### config.mk
export PLATFORM = sky130hd
export DESIGN_NAME = rr_arb_mux_flat
export DESIGN_NICKNAME = d
export VERILOG_FILES = /design/src/rtl/rr_arb_mux_if.sv /design/src/rtl/rr_arb_mux.sv /design/src/flat_wrapper.sv
export SDC_FILE = /design/constraint.sdc
export NUM_CORES = 1
export LEC_CHECK = 0
export ABC_CLOCK_PERIOD_IN_PS = 2000
export CAP_MARGIN = 20
export CORE_ASPECT_RATIO = 0.75
export CORE_UTILIZATION = 64
export DETAILED_ROUTE_END_ITERATION = 10
export DONT_BUFFER_PORTS = 1
export HOLD_SLACK_MARGIN = 0.03
export PLACE_DENSITY_LB_ADDON = 0.08
export SYNTH_ARGS = -nofsm -noshare
export SYNTH_HDL_FRONTEND = slang
export SYNTH_SLANG_ARGS = --single-unit
### constraint.sdc
create_clock -name clk -period 2 [get_ports clk]
set_input_delay 0.1 -clock clk [delete_from_list [all_inputs] [get_ports clk]]
set_output_delay 0.1 -clock clk [all_outputs]
set_load 0.05 [all_outputs]
### src/rtl/rr_arb_mux_if.sv
// Handshake bundle for rr_arb_mux: N input channels with valid/ready and one
// registered output channel. The in_last wires exist only when the build
// defines RR_ARB_MUX_LOCK_EN.
interface rr_arb_mux_if #(
  parameter int N = 4,
  parameter int W = 32
);
  localparam int SELW = $clog2(N);

  logic [N-1:0]    in_valid;
  logic [N*W-1:0]  in_data;
  logic [N-1:0]    in_ready;
`ifdef RR_ARB_MUX_LOCK_EN
  logic [N-1:0]    in_last;
`endif
  logic            out_valid;
  logic [W-1:0]    out_data;
  logic [SELW-1:0] out_src;
  logic            out_ready;

  // Arbiter side: consumes requests, produces the merged stream
  modport slave (
    input  in_valid,
    input  in_data,
`ifdef RR_ARB_MUX_LOCK_EN
    input  in_last,
`endif
    input  out_ready,
    output in_ready,
    output out_valid,
    output out_data,
    output out_src
  );

  // Requester/sink side
  modport master (
    output in_valid,
    output in_data,
`ifdef RR_ARB_MUX_LOCK_EN
    output in_last,
`endif
    output out_ready,
    input  in_ready,
    input  out_valid,
    input  out_data,
    input  out_src
  );
endinterface

### src/rtl/rr_arb_mux.sv
// rr_arb_mux: N-to-1 W-bit mux with a round-robin arbiter and a single
// registered output stage (1 beat/cycle sustained, 1 cycle latency).
// Optional feature macro: RR_ARB_MUX_LOCK_EN -- when defined, a beat accepted
// with in_last=0 locks the arbiter onto that channel until its in_last=1 beat.
module rr_arb_mux #(
  parameter int N = 4,
  parameter int W = 32
) (
  input  logic        clk,
  input  logic        rst_n,
  rr_arb_mux_if.slave bus
);
  localparam int SELW = $clog2(N);

  logic [SELW-1:0] last_gnt_r;
  logic            out_valid_r;
  logic [W-1:0]    out_data_r;
  logic [SELW-1:0] out_src_r;

  logic            load_s;
  logic            accept_s;
  logic            gnt_found_s;
  logic [SELW-1:0] gnt_idx_s;
  logic [W-1:0]    gnt_data_s;
  logic [N-1:0]    in_ready_s;
  int              cand_s;
  logic [SELW-1:0] cand_idx_s;
  logic            elig_s;

`ifdef RR_ARB_MUX_LOCK_EN
  logic            lock_r;
  logic [SELW-1:0] lock_ch_r;
`endif

  // The output register can take a new beat when empty or being drained
  assign load_s   = !out_valid_r || bus.out_ready;
  assign accept_s = gnt_found_s && load_s;

  // Rotating-priority search starting just after the last winner
  always_comb begin
    gnt_found_s = 1'b0;
    gnt_idx_s   = {SELW{1'b0}};
    cand_s      = 0;
    cand_idx_s  = {SELW{1'b0}};
    elig_s      = 1'b0;
    for (int k = 1; k <= N; k++) begin
      cand_s     = (int'(last_gnt_r) + k) % N;
      cand_idx_s = SELW'(cand_s);
`ifdef RR_ARB_MUX_LOCK_EN
      elig_s = bus.in_valid[cand_idx_s] && (!lock_r || (cand_idx_s == lock_ch_r));
`else
      elig_s = bus.in_valid[cand_idx_s];
`endif
      if (elig_s && !gnt_found_s) begin
        gnt_found_s = 1'b1;
        gnt_idx_s   = cand_idx_s;
      end else begin
        gnt_found_s = gnt_found_s;
      end
    end
  end

  // Select the granted lane's data (constant indices keep the mux explicit)
  always_comb begin
    gnt_data_s = {W{1'b0}};
    for (int i = 0; i < N; i++) begin
      if (gnt_idx_s == SELW'(i)) begin
        gnt_data_s = bus.in_data[i*W +: W];
      end else begin
        gnt_data_s = gnt_data_s;
      end
    end
  end

  // One-hot ready to the winner only; forced low while reset is asserted
  always_comb begin
    in_ready_s = {N{1'b0}};
    for (int i = 0; i < N; i++) begin
      in_ready_s[i] = accept_s && rst_n && (gnt_idx_s == SELW'(i));
    end
  end

  // Output stage and arbitration pointer
  always_ff @(posedge clk or negedge rst_n) begin
    if (!rst_n) begin
      out_valid_r <= 1'b0;
      out_data_r  <= {W{1'b0}};
      out_src_r   <= {SELW{1'b0}};
      last_gnt_r  <= SELW'(N - 1);
    end else if (accept_s) begin
      out_valid_r <= 1'b1;
      out_data_r  <= gnt_data_s;
      out_src_r   <= gnt_idx_s;
      last_gnt_r  <= gnt_idx_s;
    end else if (bus.out_ready) begin
      out_valid_r <= 1'b0;
    end
  end

`ifdef RR_ARB_MUX_LOCK_EN
  // Packet lock: hold the grant on a channel until its last beat is taken
  always_ff @(posedge clk or negedge rst_n) begin
    if (!rst_n) begin
      lock_r    <= 1'b0;
      lock_ch_r <= {SELW{1'b0}};
    end else if (accept_s) begin
      lock_r    <= !bus.in_last[gnt_idx_s];
      lock_ch_r <= gnt_idx_s;
    end
  end
`endif

  assign bus.in_ready  = in_ready_s;
  assign bus.out_valid = out_valid_r;
  assign bus.out_data  = out_data_r;
  assign bus.out_src   = out_src_r;
endmodule
### src/flat_wrapper.sv
// flat-port wrapper written by rule: the top's interface ports become plain ports
module rr_arb_mux_flat 
#(
  parameter int N = 4,
  parameter int W = 32
)
  (clk, rst_n, bus_in_valid, bus_in_data, bus_out_ready, bus_in_ready, bus_out_valid, bus_out_data, bus_out_src);
  rr_arb_mux_if #(.N(N), .W(W)) bus_i ();
  input  logic clk;
  input  logic rst_n;
  input wire logic [$bits(bus_i.in_valid)-1:0] bus_in_valid;
  input wire logic [$bits(bus_i.in_data)-1:0] bus_in_data;
  input wire logic [$bits(bus_i.out_ready)-1:0] bus_out_ready;
  output wire logic [$bits(bus_i.in_ready)-1:0] bus_in_ready;
  output wire logic [$bits(bus_i.out_valid)-1:0] bus_out_valid;
  output wire logic [$bits(bus_i.out_data)-1:0] bus_out_data;
  output wire logic [$bits(bus_i.out_src)-1:0] bus_out_src;
  assign bus_i.in_valid = bus_in_valid;
  assign bus_i.in_data = bus_in_data;
  assign bus_i.out_ready = bus_out_ready;
  assign bus_in_ready = bus_i.in_ready;
  assign bus_out_valid = bus_i.out_valid;
  assign bus_out_data = bus_i.out_data;
  assign bus_out_src = bus_i.out_src;
  rr_arb_mux #(.N(N), .W(W)) u_core (.clk(clk), .rst_n(rst_n), .bus(bus_i));
endmodule
==> results of run 1 <==
cells in the mapped netlist:
| master | instances |
|---|---|
| mux2i_1 | 33 |
| nand3_1 | 1 |
| o21bai_1 | 1 |
| nor2_2 | 1 |
| nor4_2 | 1 |
| a211oi_2 | 16 |
| o21ai_1 | 1 |
| nor3_4 | 1 |
| nand2_1 | 17 |
| nor2_1 | 33 |
| dfstp_2 | 2 |
| buf_6 | 2 |
| nor3_1 | 17 |
| buf_2 | 11 |
| a2bb2oi_1 | 1 |
| nor2b_1 | 1 |
| a21o_1 | 3 |
| a21boi_2 | 1 |
| inv_1 | 1 |
| o31ai_4 | 1 |
| or3_1 | 1 |
| o21a_1 | 2 |
| nor3b_2 | 1 |
| buf_4 | 2 |
| and2_1 | 1 |
| clkbuf_1 | 7 |
| a21boi_1 | 2 |
| a211oi_1 | 48 |
| nand2b_1 | 2 |
| a21oi_2 | 2 |
| or3b_2 | 1 |
| a21boi_0 | 18 |
| dfrtp_1 | 35 |
flip-flops by register name, summed over array words and instances (netlist names):
register	cells
u_core.bus.out_data	32
u_core.bus.out_src	2
u_core.bus.out_valid	1
u_core.last_gnt_r	2
final timing paths:
kind	start	cells after the start	to	slack, ns
max	u_core.last_gnt_r[1]	6	bus_in_ready[3]	-0.07
min	bus_in_data[71]	2	u_core.bus.out_data[7]	0.04
max reg2reg	u_core.last_gnt_r[1]	8	u_core.bus.out_data[18]	0
min reg2reg	u_core.last_gnt_r[0]	1	u_core.last_gnt_r[0]	0.58
max in group asynchronous	rst_n	2	u_core.last_gnt_r[1]	1.47
min in group asynchronous	rst_n	2	u_core.bus.out_src[1]	0.28
layout make-up:
type / count / area [sq um] / share of cell area
multi-input combinational: 207 / 1660 / 0.519
sequential: 37 / 928 / 0.290
timing repair buffer: 41 / 462 / 0.144
clock buffer: 7 / 76.3 / 0.0238
tap: 52 / 65.1 / 0.0203
clock inverter: 1 / 5.00 / 0.00156
inverter: 1 / 3.75 / 0.00117
cells by family after synthesis:
group                  share of synthesized area
AOI/OAI and AO/OA                          0.319
and+or+nand+nor                            0.142
DFF                                        0.362
muxes                                      0.129
buffers and inverters                     0.0478
stage by stage:
stage               cells  hold WS [ns]
floorplan             267        -0.196
global placement      322        -0.195
detailed placement    322        -0.195
CTS                   342        0.0370
global route          346        0.0330
finish                346        0.0386
layer usage:
| metal | track usage | part of all wire |
|---|---|---|
| met5 | 0 | 0 |
| met4 | 0.0863 | 0.0096 |
| met3 | 0.120 | 0.11 |
| met2 | 0.564 | 0.50 |
| met1 | 0.427 | 0.38 |
report_power, final:
part	total (mW)	leakage (nW)	internal (mW)	switching [mW]
Sequential	1.89	0.409	0.959	0.933
Combinational	1.33	0.829	0.634	0.695
Clock	0.500	0.0422	0.244	0.256
Total	3.72	1.28	1.84	1.88
placed cells by master, fill, tap and decap left out, types with 2 or more instances in the layout:
cell type      Yosys  final
dfrtp_1           35     35
a21oi_4            0      2
buf_12             0      8
clkbuf_8           0      5
nor3_4             1      4
buf_6              2      5
o21a_1             2      2
a21boi_1           2      2
a21boi_0          18     18
a21o_1             3      3
buf_4              2     22
mux2i_1           33     32
dlygate4sd3_1      0      4
a211oi_2          16     24
a211oi_1          48     40
nor3_1            17     13
nand2_1           17     16
nor2_1            33     33
dfstp_2            2      2
clkbuf_1           7      2
worst max-delay path, stage by stage, from the launching register on:
cell and delay (ns):
dfstp_2 0.57, buf_4 0.14, buf_4 0.11, nor3b_4 0.06, or3_4 0.43, nor3_2 0.19, buf_6 0.18
timing repair:
action,in CTS,in global routing
cloned,0,1
hold buffers,5,0
buffers inserted,9,4
pin swaps,6,5
resized for setup,12,19
endpoints found under the setup margin,4,36
hold endpoints to repair,38,0
==> flow_summary_export.csv, run 1 <==
group,metric,value,unit
sta,rsz0062_at_grt,"true",
route,drc_errors,0,
sta,relSlewSlack,0.627,
layout,fin_area,3200,sq um
sta,timing.final.crit_share,1.03,
global_route,grt_usage,0.343,
setup_path,required,1.90,ns
sta,period_minus_slack,2.07,ns
synthesis,synth.avg_cell_area,9.61,sq um
setup_path,crit_path_max_fanout,6,
die,dieArea,4270,sq um
synthesis,ys_warn_count,0,
setup_path,cp_data_arrival_time,1.97,ns
clocking,htreeDepth,2,
setup_path,end_kind,"primary output",
sta,finalMaxSlewViolations,0,
layout,antenna_cells,0,
sta,worst_slack,-0.0695,ns
route,viasPerCell,6.88,
clocking,numCtsBuffers,5,
sta,setup_viol,4,
synthesis,synth.cell_area,2570,sq um
route,wl_per_cell,22.3,um
global_route,grt_antenna_before_repair,0,
sta,skew,0.00656,ns
clocking,cts.clk_slew.worst_paths,0.07,ns
power_and_ir_drop,power.total,3.72,mW
place,placed_cell_area,2830,sq um
global_route,grt_pass1_vias,2243,
power_and_ir_drop,peakVddDrop,0.899,mV
die,start_util,0.683,
die,core_area,3760,sq um
sta,fin_tns_setup,-0.192,ns
die,top_level_ports,174,
layout,nets,428,
route,first_pass_iters,4,
synthesis,synthCells,267,
clocking,cts_buffer_depth,2,
layout,post-route-util,0.852,
power_and_ir_drop,leakagePower,1.28,nW
place,place_hpwl,5.06,mm
synthesis,netlist_top_cells_area,"dfrtp_1 34%, a211oi_1 14%, mux2i_1 13%, a211oi_2 7.8%, a21boi_0 5.3%",
die,die_x,75.1,um
synthesis,yosysTopAreaCellShare,0.341,
sta,fmax,483,MHz
route,vias,2381,
outcome,status,"complete, but fails checks",
synthesis,ys_types,33,
job,maxCapViolCount,0,
place,finalWeightedCongestion,0.810,
synthesis,yosysSeqAreaShare,0.362,
route,ant_nets,0,
synthesis,ys_ff_latch,37,
global_route,grt-ovfl-total,0,
die,num_rows,19,
clocking,cts-root-buf,"clkbuf_8",
setup_path,crit_type,"reg -> out",
place,io_buffer_count,0,
clocking,cts.sinks,37,
global_route,grt_pass1_wl,10.8,mm
layout,fillers,215,
global_route,grt_max_degree,38,
place,pre_cts_ws,0.0496,ns
layout,areaGrowthSynthToFinish,24.8,%
die,die_h,56.8,um
clocking,tritoncts,"yes",
sta,hold_viol,0,
synthesis,synth_nets,402,
power_and_ir_drop,p_per_area,1160,nW/um^2
worst_hold_path,holdCritPathClass,"in -> reg",
synthesis,yosysTopAreaCell,"dfrtp_1",
outcome,violations,"setup timing",
route,wirelength,7.72,mm
clocking,clkLatencyLatePin,0.29,ns
route,drt-initial-drc-count,147,
sta,worst_slew_pin_slew,0.560,ns
layout,layout-drive-gt1-share,0.303,
setup_path,cp-start-kind,"register",
(Power assumes the default switching activity.)
==> inputs of run 2 (changes only) <==
Settings changed: PLACE_DENSITY from default to 0.8, PLACE_DENSITY_LB_ADDON 0.08 to default, REMOVE_ABC_BUFFERS from default to 1.
==> run 2 against run 1 <==
Effect of this change:
- the flow still finishes with violations (setup timing)
- utilization grew 3.2 points
- combinational power increased by 12%
- die area unchanged
- design area increased by 3.8%
- sequential share of layout area down 1.0 points
- hold slack worse by 0.018 ns
- sequential cell count unchanged
- critical path depth unchanged
- fmax decreased by 1.8%
- power increased by 4.7%
- global-route usage rose by 3.2 points
- sequential power is essentially flat
- largest power group unchanged
==> flow_summary_export.csv, run 2 (synthesis results as in run 1) <==
group,metric,value,unit
sta,rsz0062_at_grt,"true",
setup_path,timing.critical_path.mode_cell,"buf_6",
die,dieArea,4270,sq um
setup_path,cp_slowest_cell,"dfstp_2",
route,wl_per_cell,27.3,um
sta,period_minus_slack,2.11,ns
worst_hold_path,holdCritPathClass,"in -> reg",
job,maxCapViolCount,0,
sta,finalMaxSlewViolations,0,
layout,largest_reg_flops,32,
sta,timing.hold.ws,0.0209,ns
global_route,grt_max_degree,38,
clocking,cts.sinks,37,
die,die_x,75.1,um
clocking,cts_buffer_depth,2,
sta,hold_viol,0,
clocking,numCtsBuffers,5,
route,drc_errors,0,
layout,layout-drive-gt1-share,0.320,
power_and_ir_drop,peakVddDrop,0.840,mV
clocking,cts.clk_slew.worst_paths,0.07,ns
outcome,status,"complete, but fails checks",
layout,antenna_cells,0,
die,top_level_ports,174,
route,wirelength,9.60,mm
sta,fin_tns_setup,-0.626,ns
clocking,htreeDepth,2,
setup_path,crit_type,"reg -> out",
layout,fillers,185,
setup_path,end_kind,"primary output",
die,core_area,3760,sq um
setup_path,critical-path-max-stage-delay,0.58,ns
die,start_util,0.683,
sta,worst_slew_pin_slew,0.771,ns
clocking,cts-root-buf,"clkbuf_8",
sta,relSlewSlack,0.485,
global_route,grt-ovfl-total,0,
outcome,violations,"setup timing",
setup_path,crit_path_max_fanout,4,
sta,timing.final.crit_share,1.05,
route,ant_nets,0,
place,placed_cell_area,2740,sq um
die,num_rows,19,
layout,fin_area,3320,sq um
die,die_h,56.8,um
route,drt-initial-drc-count,347,
power_and_ir_drop,p_per_area,1170,nW/um^2
route,first_pass_iters,6,
layout,final_common_cell,"a211oi_1",
global_route,grt_pass1_vias,2307,
setup_path,cp_data_arrival_time,2.01,ns
setup_path,cp_cell_sequence,"mux2i_2, a2bb2oi_2, buf_6, nand2_4, nor3_4, buf_6",
clocking,clkLatencyLatePin,0.29,ns
global_route,grt_usage,0.375,
global_route,grt_pass1_wl,11.8,mm
sta,setup_viol,14,
place,place_hpwl,5.14,mm
global_route,grt_antenna_before_repair,0,
power_and_ir_drop,leakagePower,1.32,nW
route,vias,2640,
layout,areaGrowthSynthToFinish,29.4,%
sta,worst_slack,-0.106,ns
sta,fmax,475,MHz
setup_path,required,1.90,ns
clocking,tritoncts,"yes",
sta,skew,0.00551,ns
layout,final_cell_mix,"39 x a211oi_1, 35 x dfrtp_1, 32 x mux2i_1, 32 x nor2_1, 24 x buf_4",
layout,nets,434,
setup_path,cp-start-kind,"register",
route,viasPerCell,7.50,
place,io_buffer_count,0,
place,finalWeightedCongestion,0.857,
[run 2: cell count changes in the layout (fill, tap and decap cells not counted), moves of 2 or more]
| cell | change |
|---|---|
| a211oi_2 | -7 |
| a211oi_4 | +8 |
| buf_4 | +2 |
| nor2_2 | +2 |
[run 2: worst paths after layout]
| check | startpoint | cells past startpoint | endpoint | slack, ns |
|---|---|---|---|---|
| worst max-delay path | u_core.last_gnt_r[1] | 6 | bus_in_ready[0] | -0.11 |
| worst min-delay path | bus_in_data[4] | 2 | u_core.bus.out_data[4] | 0.02 |
| worst max register to register | u_core.last_gnt_r[1] | 8 | u_core.bus.out_data[14] | -0.07 |
| worst min register to register | u_core.last_gnt_r[1] | 2 | u_core.last_gnt_r[1] | 0.70 |
| max in group asynchronous | rst_n | 2 | u_core.last_gnt_r[0] | 1.49 |
| min in group asynchronous | rst_n | 2 | u_core.bus.out_data[29] | 0.26 |
[run 2: power breakdown]
part	switching (mW)	leakage, nW	internal, mW
registers	0.934	0.409	0.959
clock network	0.265	0.0395	0.248
logic	0.802	0.868	0.689
total	2.00	1.32	1.90
[run 2: per-layer routing]
metal,global-route usage,share of wire,vias up
met3,0.0934,0.13,43
met2,0.618,0.48,276
met1,0.474,0.35,1254
li1,-,-,1067
met5,0,0,-
met4,0.129,0.043,0
[run 2: final cells by class]
cell class                 instances  area [sq um]  area share
clock buffer                       8          80.1      0.0241
inverter                           1          3.75     0.00113
multi-input combinational        207          1720       0.517
sequential                        37           928       0.279
tap                               52          65.1      0.0196
timing repair buffer              47           528       0.159
[run 2: critical path, delay by kind of cell (launching register included)]
family / cells / cell delay (ns)
simple gates: 2 / 0.32
flops: 1 / 0.58
compound gates: 1 / 0.23
mux: 1 / 0.24
buf+inv: 2 / 0.34
[run 2: timing repair]
item	4_1_cts	5_1_grt
pin swaps	4	17
gates resized for setup	17	32
gates cloned	1	3
setup endpoints to repair	35	35
endpoints found under the hold margin	38	1
buffers inserted	7	8
hold buffers	5	1
[run 2: through the flow]
stage                     power [mW]  utilization  std cells  worst slack [ns]
final                           3.90        0.884        352            -0.106
after global routing            4.02        0.884        352            -0.175
after CTS                       3.56        0.803        341           -0.0192
after detailed placement        2.94        0.730        320            -0.218
after global placement          2.90        0.730        320            -0.106
after floorplan                 2.58            -        245             -1.62
==> inputs of run 3 (changes only) <==
Settings changed: CORE_UTILIZATION 64 to 35, PLACE_DENSITY 0.8 to default.
==> run 3 against run 2 <==
Effect of this change:
- hold slack improved by 0.019 ns
- the run still ends with setup timing left
- via count decreased by 10%
- clock-buffer cell count decreased by 2
- cell count increased by 17%
- sequential share of layout area decreased by 1.4 points
- register-to-register slack improved by 0.09 ns
- global-route usage decreased by 17 points
==> flow_summary_export.csv, run 3 (synthesis results as in run 1) <==
group,metric,value,unit
clocking,cts.clk_slew.worst_paths,0.08,ns
layout,layout.cells.non_filler,412,
power_and_ir_drop,switching_share,0.504,
setup_path,cp_cell_sequence,"nand2b_1, a21oi_2, or3_4, nor3_4, buf_6",
clocking,numCtsBuffers,5,
sta,timing.final.crit_share,1.01,
global_route,grt_max_degree,38,
layout,ff_latch_area,928,sq um
layout,multi_input_area,1730,sq um
power_and_ir_drop,power_frac_seq,0.486,
layout,nets,448,
power_and_ir_drop,clkPwrFrac,0.135,
global_route,grt_usage,0.208,
place,place_inst,372,
route,wirelength,8.55,mm
power_and_ir_drop,leakagePower,1.38,nW
worst_hold_path,min_path_cells,2,
place,placed_cell_area,2880,sq um
sta,worst_slack,-0.0222,ns
place,place_hpwl,5.65,mm
clocking,htreeDepth,2,
layout,final_common_cell,"a211oi_1",
sta,fmax,495,MHz
global_route,grt_antenna_before_repair,0,
clocking,tritoncts,"yes",
route,drt-initial-drc-count,66,
setup_path,cp_slowest_cell,"dfstp_2",
place,finalWeightedCongestion,0.798,
clocking,cts.sinks,37,
die,num_rows,26,
layout,layout-drive-gt1-share,0.341,
die,start_util,0.369,
global_route,grt-ovfl-total,0,
clocking,cts-root-buf,"clkbuf_8",
power_and_ir_drop,power.total,3.89,mW
die,core_area,6960,sq um
layout,post-route-util,0.502,
global_route,grt_pass1_vias,2323,
sta,finalMaxSlewViolations,0,
power_and_ir_drop,p_int,1.93,mW
sta,period_minus_slack,2.02,ns
clocking,cts_buffer_depth,2,
route,first_pass_iters,4,
outcome,violations,"setup timing",
route,viasPerCell,5.77,
worst_hold_path,holdCritStartpoint,"bus_in_data[65]",
sta,timing.hold.ws,0.0399,ns
setup_path,end_kind,"primary output",
layout,areaGrowthSynthToFinish,36.2,%
outcome,status,"complete, but fails checks",
setup_path,reg2reg_depth,7,
power_and_ir_drop,peakVddDrop,0.538,mV
power_and_ir_drop,p_comb_frac,0.379,
setup_path,r2r_start,"u_core.last_gnt_r[0]",
route,vias,2377,
die,die_x,101,um
die,die_h,76.2,um
power_and_ir_drop,p_sw,1.96,mW
sta,worst_slew_pin_slew,0.749,ns
die,dieArea,7680,sq um
route,drc_errors,0,
power_and_ir_drop,p_per_area,1110,nW/um^2
place,io_buffer_count,0,
setup_path,cp_data_arrival_time,1.92,ns
setup_path,crit_type,"reg -> out",
layout,fin_area,3500,sq um
worst_hold_path,holdCritPathClass,"in -> reg",
sta,skew,0.00809,ns
setup_path,crit_path_max_fanout,4,
layout,antenna_cells,0,
place,pre_cts_ws,0.00423,ns
setup_path,required,1.90,ns
setup_path,cp-start-kind,"register",
sta,setup_viol,3,
sta,hold_viol,0,
setup_path,critical-path-max-stage-delay,0.57,ns
setup_path,r2r-end,"u_core.bus.out_data[31]",
global_route,grt_pass1_wl,12.4,mm
clocking,clkLatencyLatePin,0.29,ns
sta,relSlewSlack,0.497,
die,top_level_ports,174,
worst_hold_path,worstHoldEndpoint,"u_core.bus.out_data[1]",
setup_path,reg2reg_slack,0.02,ns
job,maxCapViolCount,0,
sta,rsz0062_at_grt,"true",
layout,largest_reg_flops,32,
sta,fin_tns_setup,-0.0382,ns
route,wl_per_cell,20.7,um
layout,final_cell_mix,"42 x a211oi_1, 35 x buf_4, 35 x dfrtp_1, 33 x mux2i_1, 33 x nor2_1",
route,ant_nets,0,
layout,fillers,648,
[run 3: cell types whose count changed in the layout (fill, tap and decap cells not counted), sizes merged]
cell and delta:
buf +14, a21oi +1, clkbuf -3, clkinv +2
[run 3: worst max-delay path by stage]
stage / startpoint / slack (ns) / endpoint
final: u_core.last_gnt_r[0] / -0.02 / bus_in_ready[3]
after global routing: u_core.last_gnt_r[1] / -0.11 / bus_in_ready[0]
after CTS: u_core.last_gnt_r[1] / -0.01 / bus_in_ready[0]
after detailed placement: u_core.last_gnt_r[1] / 0.004 / u_core.bus.out_data[16]
after global placement: u_core.last_gnt_r[1] / 0.1 / bus_in_ready[0]
after floorplan: u_core.last_gnt_r[1] / -1.62 / bus_in_ready[0]
[run 3: power groups by stage]
stage	Clock [mW]	Combinational [mW]	Sequential [mW]
floorplan	0	0.728	1.85
global placement	0	1.09	1.91
detailed placement	0	1.11	1.91
CTS	0.539	1.24	1.89
global route	0.582	1.59	1.92
finish	0.523	1.47	1.89
[run 3: area by class of cell]
type                    count  area share
clock buffers               6      0.0208
flip-flops and latches     37       0.266
well taps                  98      0.0351
clock inverters             2     0.00286
multi-input cells         208       0.496
repair buffers             60       0.179
inverters                   1     0.00107
[run 3: critical path, delay by kind of cell (launching register included)]
kind            cells  cell delay (ns)
buf+inv             1             0.18
simple gates        3             0.76
flops               1             0.57
compound gates      1             0.13
[run 3: timing repair]
item	CTS	global route
endpoints found under the setup margin	6	34
pin swaps	8	32
gates resized for setup	15	33
hold endpoints to repair	40	1
gates cloned	1	1
hold buffers	5	1
setup buffers	11	15
[run 3: metal layers]
| metal | track usage | up-vias | wire length, um | share of wire |
|---|---|---|---|---|
| met2 | 0.325 | 115 | 3990 | 0.47 |
| met4 | 0.0551 | 0 | 111 | 0.013 |
| li1 | - | 1094 | - | - |
| met5 | 0 | - | 0 | 0 |
| met3 | 0.0651 | 14 | 713 | 0.083 |
| met1 | 0.278 | 1154 | 3730 | 0.44 |
